**config.mk**
```make
export PLATFORM = sky130hd
export DESIGN_NAME = fft_bfly_s1_flat
export DESIGN_NICKNAME = d
export VERILOG_FILES = /design/src/rtl/fft_bfly_s1_if.sv /design/src/rtl/fft_bfly_s1.sv /design/src/flat_wrapper.sv
export SDC_FILE = /design/constraint.sdc
export NUM_CORES = 1
export LEC_CHECK = 0
export ABC_CLOCK_PERIOD_IN_PS = 2400
export CORE_UTILIZATION = 50
export CTS_BUF_LIST = sky130_fd_sc_hd__clkbuf_4 sky130_fd_sc_hd__clkbuf_8
export CTS_CLUSTER_SIZE = 12
export DETAILED_ROUTE_END_ITERATION = 6
export PLACE_DENSITY = 0.77
export SYNTH_ARGS = -nofsm -noshare
export SYNTH_HDL_FRONTEND = slang
export SYNTH_SLANG_ARGS = --single-unit
```
**constraint.sdc**
```tcl
create_clock -name clk -period 2.4 [get_ports clk]
set_input_delay 0.72 -clock clk [delete_from_list [all_inputs] [get_ports clk]]
set_output_delay 0.72 -clock clk [all_outputs]
set_load 0.03 [all_outputs]
```
**src/rtl/fft_bfly_s1_if.sv**
```systemverilog
// rtl/fft_bfly_s1_if.sv - sample-in / sample-out stream bundle for the stage-1 SDF butterfly
//
// Signals (directions given for the butterfly, i.e. the slave modport):
//   in_valid   in   input sample presented
//   in_ready   out  butterfly accepts a sample this cycle
//   in_real    in   DW-bit signed real part, s0.10
//   in_imag    in   DW-bit signed imaginary part, s0.10
//   out_valid  out  output sample valid (twiddle multiplier cnt_en)
//   out_real   out  DW+1-bit signed real part, s1.10
//   out_imag   out  DW+1-bit signed imaginary part, s1.10
// master: the environment side that drives samples and consumes results.
interface fft_bfly_s1_if #(
    parameter int DW = 11
);
    logic                 in_valid;
    logic                 in_ready;
    logic signed [DW-1:0] in_real;
    logic signed [DW-1:0] in_imag;
    logic                 out_valid;
    logic signed [DW:0]   out_real;
    logic signed [DW:0]   out_imag;

    modport slave (
        input  in_valid, in_real, in_imag,
        output in_ready, out_valid, out_real, out_imag
    );

    modport master (
        output in_valid, in_real, in_imag,
        input  in_ready, out_valid, out_real, out_imag
    );
endinterface

```
**src/rtl/fft_bfly_s1.sv**
```systemverilog
// rtl/fft_bfly_s1.sv - stage-1 radix-2 SDF butterfly of the 32-point pipelined FFT
//
// Ports:
//   clk  rising-edge clock
//   rst  asynchronous active-low reset
//   bus  fft_bfly_s1_if.slave: in_valid/in_ready/in_real/in_imag sample input,
//        out_valid/out_real/out_imag registered sum/difference output
// A frame of N samples yields N/2 sums x[n]+x[n+N/2] followed by N/2
// differences x[n]-x[n+N/2]. The differences of one frame leave while the
// first half of the next frame is loaded, or in DRAIN if the stream stops.
module fft_bfly_s1 #(
    parameter int N  = 32,
    parameter int DW = 11
) (
    input  logic           clk,
    input  logic           rst,
    fft_bfly_s1_if.slave   bus
);
    localparam int HALF = N / 2;
    localparam int CW   = $clog2(N);
    localparam int W    = DW + 1;

    typedef enum logic [1:0] {IDLE, HALF1, HALF2, DRAIN} state_t;

    state_t               state, state_nxt;
    logic [CW-1:0]        icnt, icnt_nxt;
    logic                 pending, pending_nxt;
    logic                 rdy_nxt;
    logic                 ov_nxt;
    logic signed [W-1:0]  ore_nxt, oim_nxt;

    // Feedback delay line: entry 0 is the head (oldest), pushes enter at HALF-1.
    logic signed [W-1:0]  dl_re [HALF];
    logic signed [W-1:0]  dl_im [HALF];
    logic                 shift;
    logic signed [W-1:0]  push_re, push_im;

    logic signed [W-1:0]  a_re, a_im, b_re, b_im;
    logic                 acc;

    assign a_re = dl_re[0];
    assign a_im = dl_im[0];
    assign b_re = {bus.in_real[DW-1], bus.in_real};
    assign b_im = {bus.in_imag[DW-1], bus.in_imag};
    assign acc  = bus.in_valid & bus.in_ready;

    always_ff @(posedge clk or negedge rst) begin
        if (!rst) begin
            state        <= IDLE;
            icnt         <= '0;
            pending      <= 1'b0;
            bus.in_ready <= 1'b1;
            bus.out_valid <= 1'b0;
            bus.out_real <= '0;
            bus.out_imag <= '0;
        end else begin
            state        <= state_nxt;
            icnt         <= icnt_nxt;
            pending      <= pending_nxt;
            bus.in_ready <= rdy_nxt;
            bus.out_valid <= ov_nxt;
            bus.out_real <= ore_nxt;
            bus.out_imag <= oim_nxt;
        end
    end

    always_ff @(posedge clk or negedge rst) begin
        if (!rst) begin
            for (int i = 0; i < HALF; i++) begin
                dl_re[i] <= '0;
                dl_im[i] <= '0;
            end
        end else if (shift) begin
            for (int i = 0; i < HALF - 1; i++) begin
                dl_re[i] <= dl_re[i+1];
                dl_im[i] <= dl_im[i+1];
            end
            dl_re[HALF-1] <= push_re;
            dl_im[HALF-1] <= push_im;
        end
    end

    always_comb begin
        state_nxt   = state;
        icnt_nxt    = icnt;
        pending_nxt = pending;
        rdy_nxt     = 1'b1;
        ov_nxt      = 1'b0;
        ore_nxt     = bus.out_real;
        oim_nxt     = bus.out_imag;
        shift       = 1'b0;
        push_re     = b_re;
        push_im     = b_im;

        case (state)
            IDLE: begin
                if (acc) begin
                    shift     = 1'b1;
                    icnt_nxt  = CW'(1);
                    state_nxt = HALF1;
                end
            end

            HALF1: begin
                if (icnt == '0 && pending && !bus.in_valid) begin
                    // Stream ended at a frame boundary: the first difference
                    // is popped on this very cycle so the output stays
                    // gap-free into DRAIN.
                    shift     = 1'b1;
                    push_re   = '0;
                    push_im   = '0;
                    ov_nxt    = 1'b1;
                    ore_nxt   = a_re;
                    oim_nxt   = a_im;
                    icnt_nxt  = CW'(1);
                    rdy_nxt   = 1'b0;
                    state_nxt = DRAIN;
                end else if (acc) begin
                    shift    = 1'b1;
                    icnt_nxt = icnt + CW'(1);
                    if (pending) begin
                        ov_nxt  = 1'b1;
                        ore_nxt = a_re;
                        oim_nxt = a_im;
                    end
                    if (icnt == CW'(HALF - 1)) begin
                        state_nxt   = HALF2;
                        pending_nxt = 1'b0;
                    end
                end
            end

            HALF2: begin
                if (acc) begin
                    shift    = 1'b1;
                    push_re  = a_re - b_re;
                    push_im  = a_im - b_im;
                    ov_nxt   = 1'b1;
                    ore_nxt  = a_re + b_re;
                    oim_nxt  = a_im + b_im;
                    icnt_nxt = icnt + CW'(1);
                    if (icnt == CW'(N - 1)) begin
                        state_nxt   = HALF1;
                        pending_nxt = 1'b1;
                    end
                end
            end

            DRAIN: begin
                // icnt counts the DRAIN cycles 1..HALF; the last one only
                // retires the final output and reopens the input.
                if (icnt == CW'(HALF)) begin
                    icnt_nxt    = '0;
                    pending_nxt = 1'b0;
                    state_nxt   = IDLE;
                end else begin
                    rdy_nxt  = 1'b0;
                    shift    = 1'b1;
                    push_re  = '0;
                    push_im  = '0;
                    ov_nxt   = 1'b1;
                    ore_nxt  = a_re;
                    oim_nxt  = a_im;
                    icnt_nxt = icnt + CW'(1);
                end
            end

            default: begin
                state_nxt = IDLE;
            end
        endcase
    end
endmodule
```
**src/flat_wrapper.sv**
```systemverilog
// flat-port wrapper written by rule: the top's interface ports become plain ports
module fft_bfly_s1_flat 
#(
    parameter int N  = 32,
    parameter int DW = 11
)
  (clk, rst, bus_in_valid, bus_in_real, bus_in_imag, bus_in_ready, bus_out_valid, bus_out_real, bus_out_imag);
  fft_bfly_s1_if #(.DW(DW)) bus_i ();
  input  logic clk;
  input  logic rst;
  input wire logic [$bits(bus_i.in_valid)-1:0] bus_in_valid;
  input wire logic [$bits(bus_i.in_real)-1:0] bus_in_real;
  input wire logic [$bits(bus_i.in_imag)-1:0] bus_in_imag;
  output wire logic [$bits(bus_i.in_ready)-1:0] bus_in_ready;
  output wire logic [$bits(bus_i.out_valid)-1:0] bus_out_valid;
  output wire logic [$bits(bus_i.out_real)-1:0] bus_out_real;
  output wire logic [$bits(bus_i.out_imag)-1:0] bus_out_imag;
  assign bus_i.in_valid = bus_in_valid;
  assign bus_i.in_real = bus_in_real;
  assign bus_i.in_imag = bus_in_imag;
  assign bus_in_ready = bus_i.in_ready;
  assign bus_out_valid = bus_i.out_valid;
  assign bus_out_real = bus_i.out_real;
  assign bus_out_imag = bus_i.out_imag;
  fft_bfly_s1 #(.N(N), .DW(DW)) u_core (.clk(clk), .rst(rst), .bus(bus_i));
endmodule
```
==> results of run 1 <==
[logic make-up after synthesis]
family          Yosys count  synth area share
compound gates          192           0.06554
fa+ha+maj                53           0.03753
buf+inv                 122           0.04664
mux                     358            0.2188
xor+xnor                 36           0.01713
simple gates            183           0.04589
flops                   418            0.5684
[final cells by class]
| class | instances | area, um^2 |
|---|---|---|
| Fill cell | 2445 | 12260 |
| Clock buffer | 103 | 1299 |
| Inverter | 48 | 180.2 |
| Timing Repair Buffer | 277 | 3005 |
| Tap cell | 461 | 576.8 |
| Clock inverter | 13 | 126.4 |
| Sequential cell | 418 | 10460 |
| Antenna cell | 2 | 5.005 |
| Multi-Input combinational cell | 822 | 8001 |
[metrics by stage]
stage	worst slack, ns	utilization	cell area, um^2
CTS	-0.01449	0.6160	22120
global placement	-0.7990	0.5729	20580
floorplan	-0.02450	-	18540
global route	-0.09094	0.6585	23650
finish	-0.06300	0.6587	23660
detailed placement	-0.8374	0.5729	20580
[state kept, by name, summed over array words and instances (netlist names)]
signal,count
u_core.pending,1
u_core.bus.out_imag,12
u_core.a_re,12
u_core.bus.in_ready,1
u_core.icnt,5
u_core.a_im,12
u_core.bus.out_valid,1
u_core.dl_re,180
u_core.state,2
u_core.bus.out_real,12
u_core.dl_im,180
[what timing repair did]
item                                    CTS  global route
gates resized for setup                  35           213
endpoints found under the setup margin  147           372
cloned                                    0            21
pin swaps                                10            28
hold endpoints to repair                 28             0
buffers inserted                          9            22
hold buffers                              1             0
[how the worst max path moves through the flow]
| stage | from | to | slack (ns) |
|---|---|---|---|
| after detailed placement | bus_in_real[1] | u_core.bus.out_real[8] | -0.84 |
| final | u_core.icnt[1] | u_core.dl_re[110] | -0.06 |
| after CTS | u_core.icnt[1] | u_core.dl_re[48] | -0.01 |
| after global routing | u_core.icnt[1] | u_core.dl_im[116] | -0.09 |
| after floorplan | bus_in_real[1] | u_core.bus.out_real[11] | -0.02 |
| after global placement | bus_in_real[1] | u_core.bus.out_real[8] | -0.80 |
[routing by layer]
metal  share of wire  wire [um]  GRT usage  up-vias
met5               0          0          0        -
met4           0.029       1185    0.08642        0
met3           0.035       1416    0.03253       90
met2            0.51      20720     0.3234      236
met1            0.43      17690     0.2506     5935
li1                -          -          -     5354
[synthesized netlist by cell type (all sizes together), types with 12 or more instances]
cell      n  share of area
a22oi    12         0.0049
ha       48          0.033
inv      48         0.0098
dfrtp   417           0.57
nor2     76          0.016
o21ai    43          0.012
xor2     13         0.0062
nand2    50          0.010
a31oi    14         0.0048
nor3     13         0.0038
a21oi    62          0.017
mux2    355           0.22
clkbuf   19         0.0039
xnor2    23          0.011
buf      55          0.033
[power groups by stage]
stage	Combinational [uW]	Clock [uW]	Sequential [uW]
after floorplan	9120	0	12400
after global placement	12400	0	12800
after detailed placement	12900	0	13000
after CTS	13100	6540	12900
after global routing	18100	6890	13600
final	16800	6450	13200
==> results.md, run 1 <==
* Outcome: finished, violations left
* Failing checks: setup timing
* Final HPWL DP at 24270 um
* Routed len/inst at 19.13 um
* Internal at 24200 uW
* Root Buffer: clkbuf_8
* IO buf count at 50
* Most used cell along the critical path: buf_12
* Initial Utilization at 0.5124
* Rows at 69
* Delay-heaviest family, CP: buffers and inverters
* Initial antenna violation count at 1
* Register area share after synthesis at 0.5684
* DR iter-0 viols at 529
* Reg2Reg Setup Slack at -0.06 ns
* Vias at 11615
* Critical Path Source Type: flip-flop
* Slew Limit Fails at 0
* Slew HR at 0.5943
* DRT Pass-1 Iters at 5
* Critical Path End Type: flip-flop
* Final hold vios at 0
* EDFF count, synth at 0
* Logic gate share of total power at 0.461
* Commonest non-fill, non-tap cells in the layout: 417 x dfrtp_1, 178 x mux2_1, 164 x buf_4
* Worst reg2reg endpoint: u_core.dl_re[110]
* Buf+Inv Stages, Crit Path at 5
* Count of nets after finishing at 1714
* Number of H-tree levels at 3
* Critical Path Fanout Max at 8
* Clock Latency Late Sink at 0.62 ns
* Critical Path RT at 2.88 ns
* Dominant synthesized flop cell: dfrtp_1
* Largest net degree at the start of global routing at 93
* Synth warn at 0
* Gate Count Post-Synth at 1362
* Final ANT Viol Nets at 0
* Vias in the first global route at 11808
* Placed cells at 1973
* Clock share of power at 0.177
* Worst Max-Slew Pin Slew at 0.6085 ns
* Pwr Total at 36490 uW
* Min cycle time layout at 2.463 ns
* Synthesized flop and latch total at 418
* Pwr/cell area at 1543 nW/um^2
* Slowest cell on crit path: dfrtp_1
* Crit-path cells: inv_2, ha_4, nor3b_4, a21oi_2, o21ai_2, o21a_4, buf_12, buf_12, buf_12, clkbuf_16, mux2_1
* Syn avg cell area at 13.51 um^2
* GR Util All Layers at 0.1942
* Maxcap violations at 0
* Count of final setup violators at 137
* IO Count at 51
* Final setup margin at -0.06300 ns
* Sw frac at 0.3369
* FF-to-FF path depth at 11
* Non-filler cells, final at 2144
* Count of cell types in the netlist at 61
* CTS buffer count at 70
* Fin Hold WS at 0.4690 ns
* Total core area at 35910 um^2
* GP Congestion at 0.8959
* First-pass GRT wire length at 59330 um
* NetSw at 12290 uW
* Async SR Flop Fraction at 1.000
* Fin crit share at 1.026
* Post-Synthesis Net Count at 1439
* Critical Path Stages at 11
* Setup Skew at 0.03719 ns
* Setup CP Type: reg2reg
* Global route total overflow at 0
* CP peak stage delay at 0.41 ns
* Synthesis-to-finish area growth at 28.53%
* Worst r2r src: u_core.icnt[1]
* Max VDD drop at 0.5697 mV
* Hold Crit Start: u_core.dl_re[113]
* TritonCTS Sinks at 418
* Min-Delay Path Depth at 1
* TritonCTS clock tree: done
* Total Wirelength at 41020 um
* Vias per inst at 5.417
* Hold WC Path Type: reg2reg
* RSZ-0062 raised after global routing: true
* Die Height at 193.9 um
* Die area at 37580 um^2
* Setup TNS at -3.102 ns
* Commonest non-fill, non-tap cell in the layout: dfrtp_1
* FMAX at 406.0 MHz
* Die W at 193.9 um
* Cell area after synthesis at 18400 um^2
* Remaining DRCs at 0
* Static leakage at 0.01083 uW
* Flop pwr share at 0.363
* CTS max path bufs at 3
* Layout cells sized above 1 at 0.3498
* CP arrival at 2.94 ns
* Clk pin slew, worst setup/hold paths at 0.06 ns
* Hold Crit Endpoint: u_core.dl_re[125]
Note: power is estimated with default switching activity, not from simulation.
==> run 2: changes to the inputs <==
--- a/config.mk
+++ b/config.mk
@@ -7,7 +7,6 @@
 export LEC_CHECK = 0
 export ABC_CLOCK_PERIOD_IN_PS = 2400
 export CORE_UTILIZATION = 50
-export CTS_BUF_LIST = sky130_fd_sc_hd__clkbuf_4 sky130_fd_sc_hd__clkbuf_8
 export CTS_CLUSTER_SIZE = 12
 export DETAILED_ROUTE_END_ITERATION = 6
 export PLACE_DENSITY = 0.77
==> results.md, run 2 (synthesis results as in run 1) <==
* FMAX at 398.5 MHz (-1.8%)
* Placed cells at 1973 (unchanged)
* Critical Path Source Type: flip-flop
* Final hold vios at 0 (unchanged)
* Max VDD drop at 0.6811 mV (+20%)
* Total Wirelength at 45250 um (+10%)
* Commonest non-fill, non-tap cells in the layout: 416 x dfrtp_1, 227 x mux2_4, 155 x buf_4
* DR iter-0 viols at 545 (+3.0%)
* Crit-path cells: inv_1, ha_1, inv_1, fa_2, a211oi_2, nor2_2, o311ai_2, a21oi_1, xor2_1, a22oi_1, a21oi_1
* Fin Hold WS at 0.03533 ns (-0.4337 ns)
* Clk pin slew, worst setup/hold paths at 0.06 ns (about the same)
* Register Area at 10460 um^2 (about the same)
* Top Registers: u_core.dl_im (180), u_core.dl_re (180)
* Vias at 11726 (+0.96%)
* Die W at 193.9 um (unchanged)
* Maxcap violations at 0 (unchanged)
* Final setup margin at -0.1092 ns (-0.04618 ns)
* Routed len/inst at 21.45 um (+12%)
* Layout cells sized above 1 at 0.3748 (+0.02498)
* NetSw at 13070 uW (+6.3%)
* Routing usage on met2 at 0.3357 (+0.01230)
* Root Buffer: clkbuf_16
* CTS buffer count at 44 (-37%)
* CP peak stage delay at 0.44 ns (+0.03 ns)
* FF-to-FF path depth at 11 (unchanged)
* DRT Pass-1 Iters at 5 (unchanged)
* Synthesis-to-finish area growth at 32.21%
* Final ANT Viol Nets at 0 (unchanged)
* Internal at 25970 uW (+7.3%)
* Static leakage at 0.01120 uW (+3.5%)
* Non-filler cells, final at 2110 (-1.6%)
* Die area at 37580 um^2 (unchanged)
* Worst reg2reg endpoint: u_core.dl_im[10]
* Hold_buf cts at 0 (-1)
* TritonCTS Sinks at 418 (unchanged)
* Met3 GRT Util at 0.02887 (-0.003653)
* Slew Limit Fails at 0 (unchanged)
* Flop pwr share at 0.345 (-0.018)
* CP arrival at 3.00 ns (+0.06 ns)
* Fillcell total at 2275 (-7.0%)
* GP Congestion at 0.8959 (unchanged)
* RSZ-0062 raised after global routing: true
* First-pass GRT wire length at 60090 um (+1.3%)
* CTS max path bufs at 3 (unchanged)
* Slowest cell on crit path: dfrtp_1
* GR Util All Layers at 0.1965 (+0.002294)
* TritonCTS clock tree: done
* Final instance area at 24330 um^2 (+2.9%)
* Logic gate share of total power at 0.488 (+0.027)
* Worst Max-Slew Pin Slew at 0.6043 ns (-0.004281 ns)
* Fin crit share at 1.045 (+0.01924)
* Setup TNS at -2.536 ns (+0.5665 ns)
* Total core area at 35910 um^2 (unchanged)
* Number of H-tree levels at 2 (-1)
* Final HPWL DP at 24270 um (unchanged)
* Critical Path RT at 2.89 ns (about the same)
* Pwr/cell area at 1604 nW/um^2 (+4.0%)
* Outcome: finished, violations left
* Reg2Reg Setup Slack at -0.11 ns (-0.05 ns)
* Critical Path End Type: flip-flop
* IO buf count at 50 (unchanged)
* Global route total overflow at 0 (unchanged)
* Clock Latency Late Sink at 0.58 ns (-0.04 ns)
* Vias per inst at 5.557 (+2.6%)
* Min cycle time layout at 2.509 ns (+0.04618 ns)
* Count of final setup violators at 111 (-19%)
* Post-Place Cell Area at 20580 um^2 (unchanged)
* Vias in the first global route at 11641 (-1.4%)
* Largest net degree at the start of global routing at 93 (unchanged)
* Pwr Total at 39040 uW (+7.0%)
* Busiest layer in global routing: met2
* Critical Path Fanout Max at 4 (-4)
* Rows at 69 (unchanged)
* IO Count at 51 (unchanged)
* Setup CP Type: reg2reg
* Slew HR at 0.5972 (+0.002854)
* Hold WC Path Type: in2async
* Multi-input gate area at 8305 um^2 (+3.8%)
* Die Height at 193.9 um (unchanged)
* Initial antenna violation count at 0 (-1)
* Ant. Diodes at 0 (-2)
* Commonest non-fill, non-tap cell in the layout: dfrtp_1
* Count of nets after finishing at 1704 (-0.58%)
* Setup Skew at 0.02657 ns (-0.01062 ns)
* Initial Utilization at 0.5124 (unchanged)
* Sw frac at 0.3348 (-0.002094)
* Remaining DRCs at 0 (unchanged)
* Worst r2r src: u_core.a_im[0]
* Clock share of power at 0.168 (-0.009)
* Failing checks: setup timing
* M1 GR Usage at 0.2559 (+0.005263)
==> run 2: changes by cell type in the layout (fill, tap and decap cells not counted), moves of 8 or more <==
cell,before,now
buf_8,6,14
clkbuf_4,19,0
clkbuf_16,18,76
clkdlybuf4s50_1,19,34
mux2_1,178,111
clkbuf_1,0,10
clkbuf_8,84,6
mux2_2,28,17
mux2_4,149,227
buf_4,164,155
dlygate4sd2_1,20,10
==> run 2: through the flow <==
stage	utilization	worst slack (ns)
6_report	0.6775	-0.1092
5_1_grt	0.6775	-0.2405
4_1_cts	0.6172	-0.01212
3_5_place_dp	0.5729	-0.8374
3_3_place_gp	0.5729	-0.7990
2_1_floorplan	-	-0.02450
==> run 2: cell type report <==
class	instances	share of cell area
clock buffer	60	0.05019
clock inverter	8	0.005039
inverter	48	0.007405
multi-input combinational	822	0.3413
sequential	418	0.4300
tap	461	0.02371
timing repair buffer	293	0.1423
==> run 2: worst max-delay path, delay by kind of cell (launching register included) <==
kind	cells	cell delay [ns]
AOI/OAI and AO/OA	5	0.89
adders and majority gates	2	0.58
DFF	1	0.44
xor gates and xnor gates	1	0.22
buffers and inverters	2	0.19
and+or+nand+nor	1	0.10
==> run 2: worst max-delay path by stage <==
| stage | cells after the start | endpoint | from | slack (ns) |
|---|---|---|---|---|
| after floorplan | 9 | u_core.bus.out_real[11] | bus_in_real[1] | -0.02 |
| after global placement | 11 | u_core.bus.out_real[8] | bus_in_real[1] | -0.80 |
| after detailed placement | 11 | u_core.bus.out_real[8] | bus_in_real[1] | -0.84 |
| after CTS | 9 | u_core.dl_re[53] | u_core.icnt[0] | -0.01 |
| after global routing | 11 | u_core.dl_im[10] | u_core.a_im[0] | -0.24 |
| final | 11 | u_core.dl_im[10] | u_core.a_im[0] | -0.11 |
==> run 2: timing repair <==
action                     4_1_cts  5_1_grt
gates resized for setup         46      291
setup buffers                   10       19
pin swaps                       15       25
gates cloned                     1       39
setup endpoints to repair      196      374
==> run 2: power by group through the flow <==
stage / Combinational [uW] / Sequential [uW] / Clock, uW
4_1_cts: 13500 / 13000 / 6570
3_5_place_dp: 12900 / 13000 / 0
5_1_grt: 20300 / 13800 / 6910
2_1_floorplan: 9120 / 12400 / 0
3_3_place_gp: 12400 / 12800 / 0
6_report: 19000 / 13500 / 6540
==> run 2: per-layer routing <==
| metal | vias to the layer above | wire, um |
|---|---|---|
| met3 | 77 | 1486 |
| li1 | 5305 | - |
| met2 | 241 | 23460 |
| met4 | 0 | 1154 |
| met1 | 6103 | 19150 |
| met5 | - | 0 |
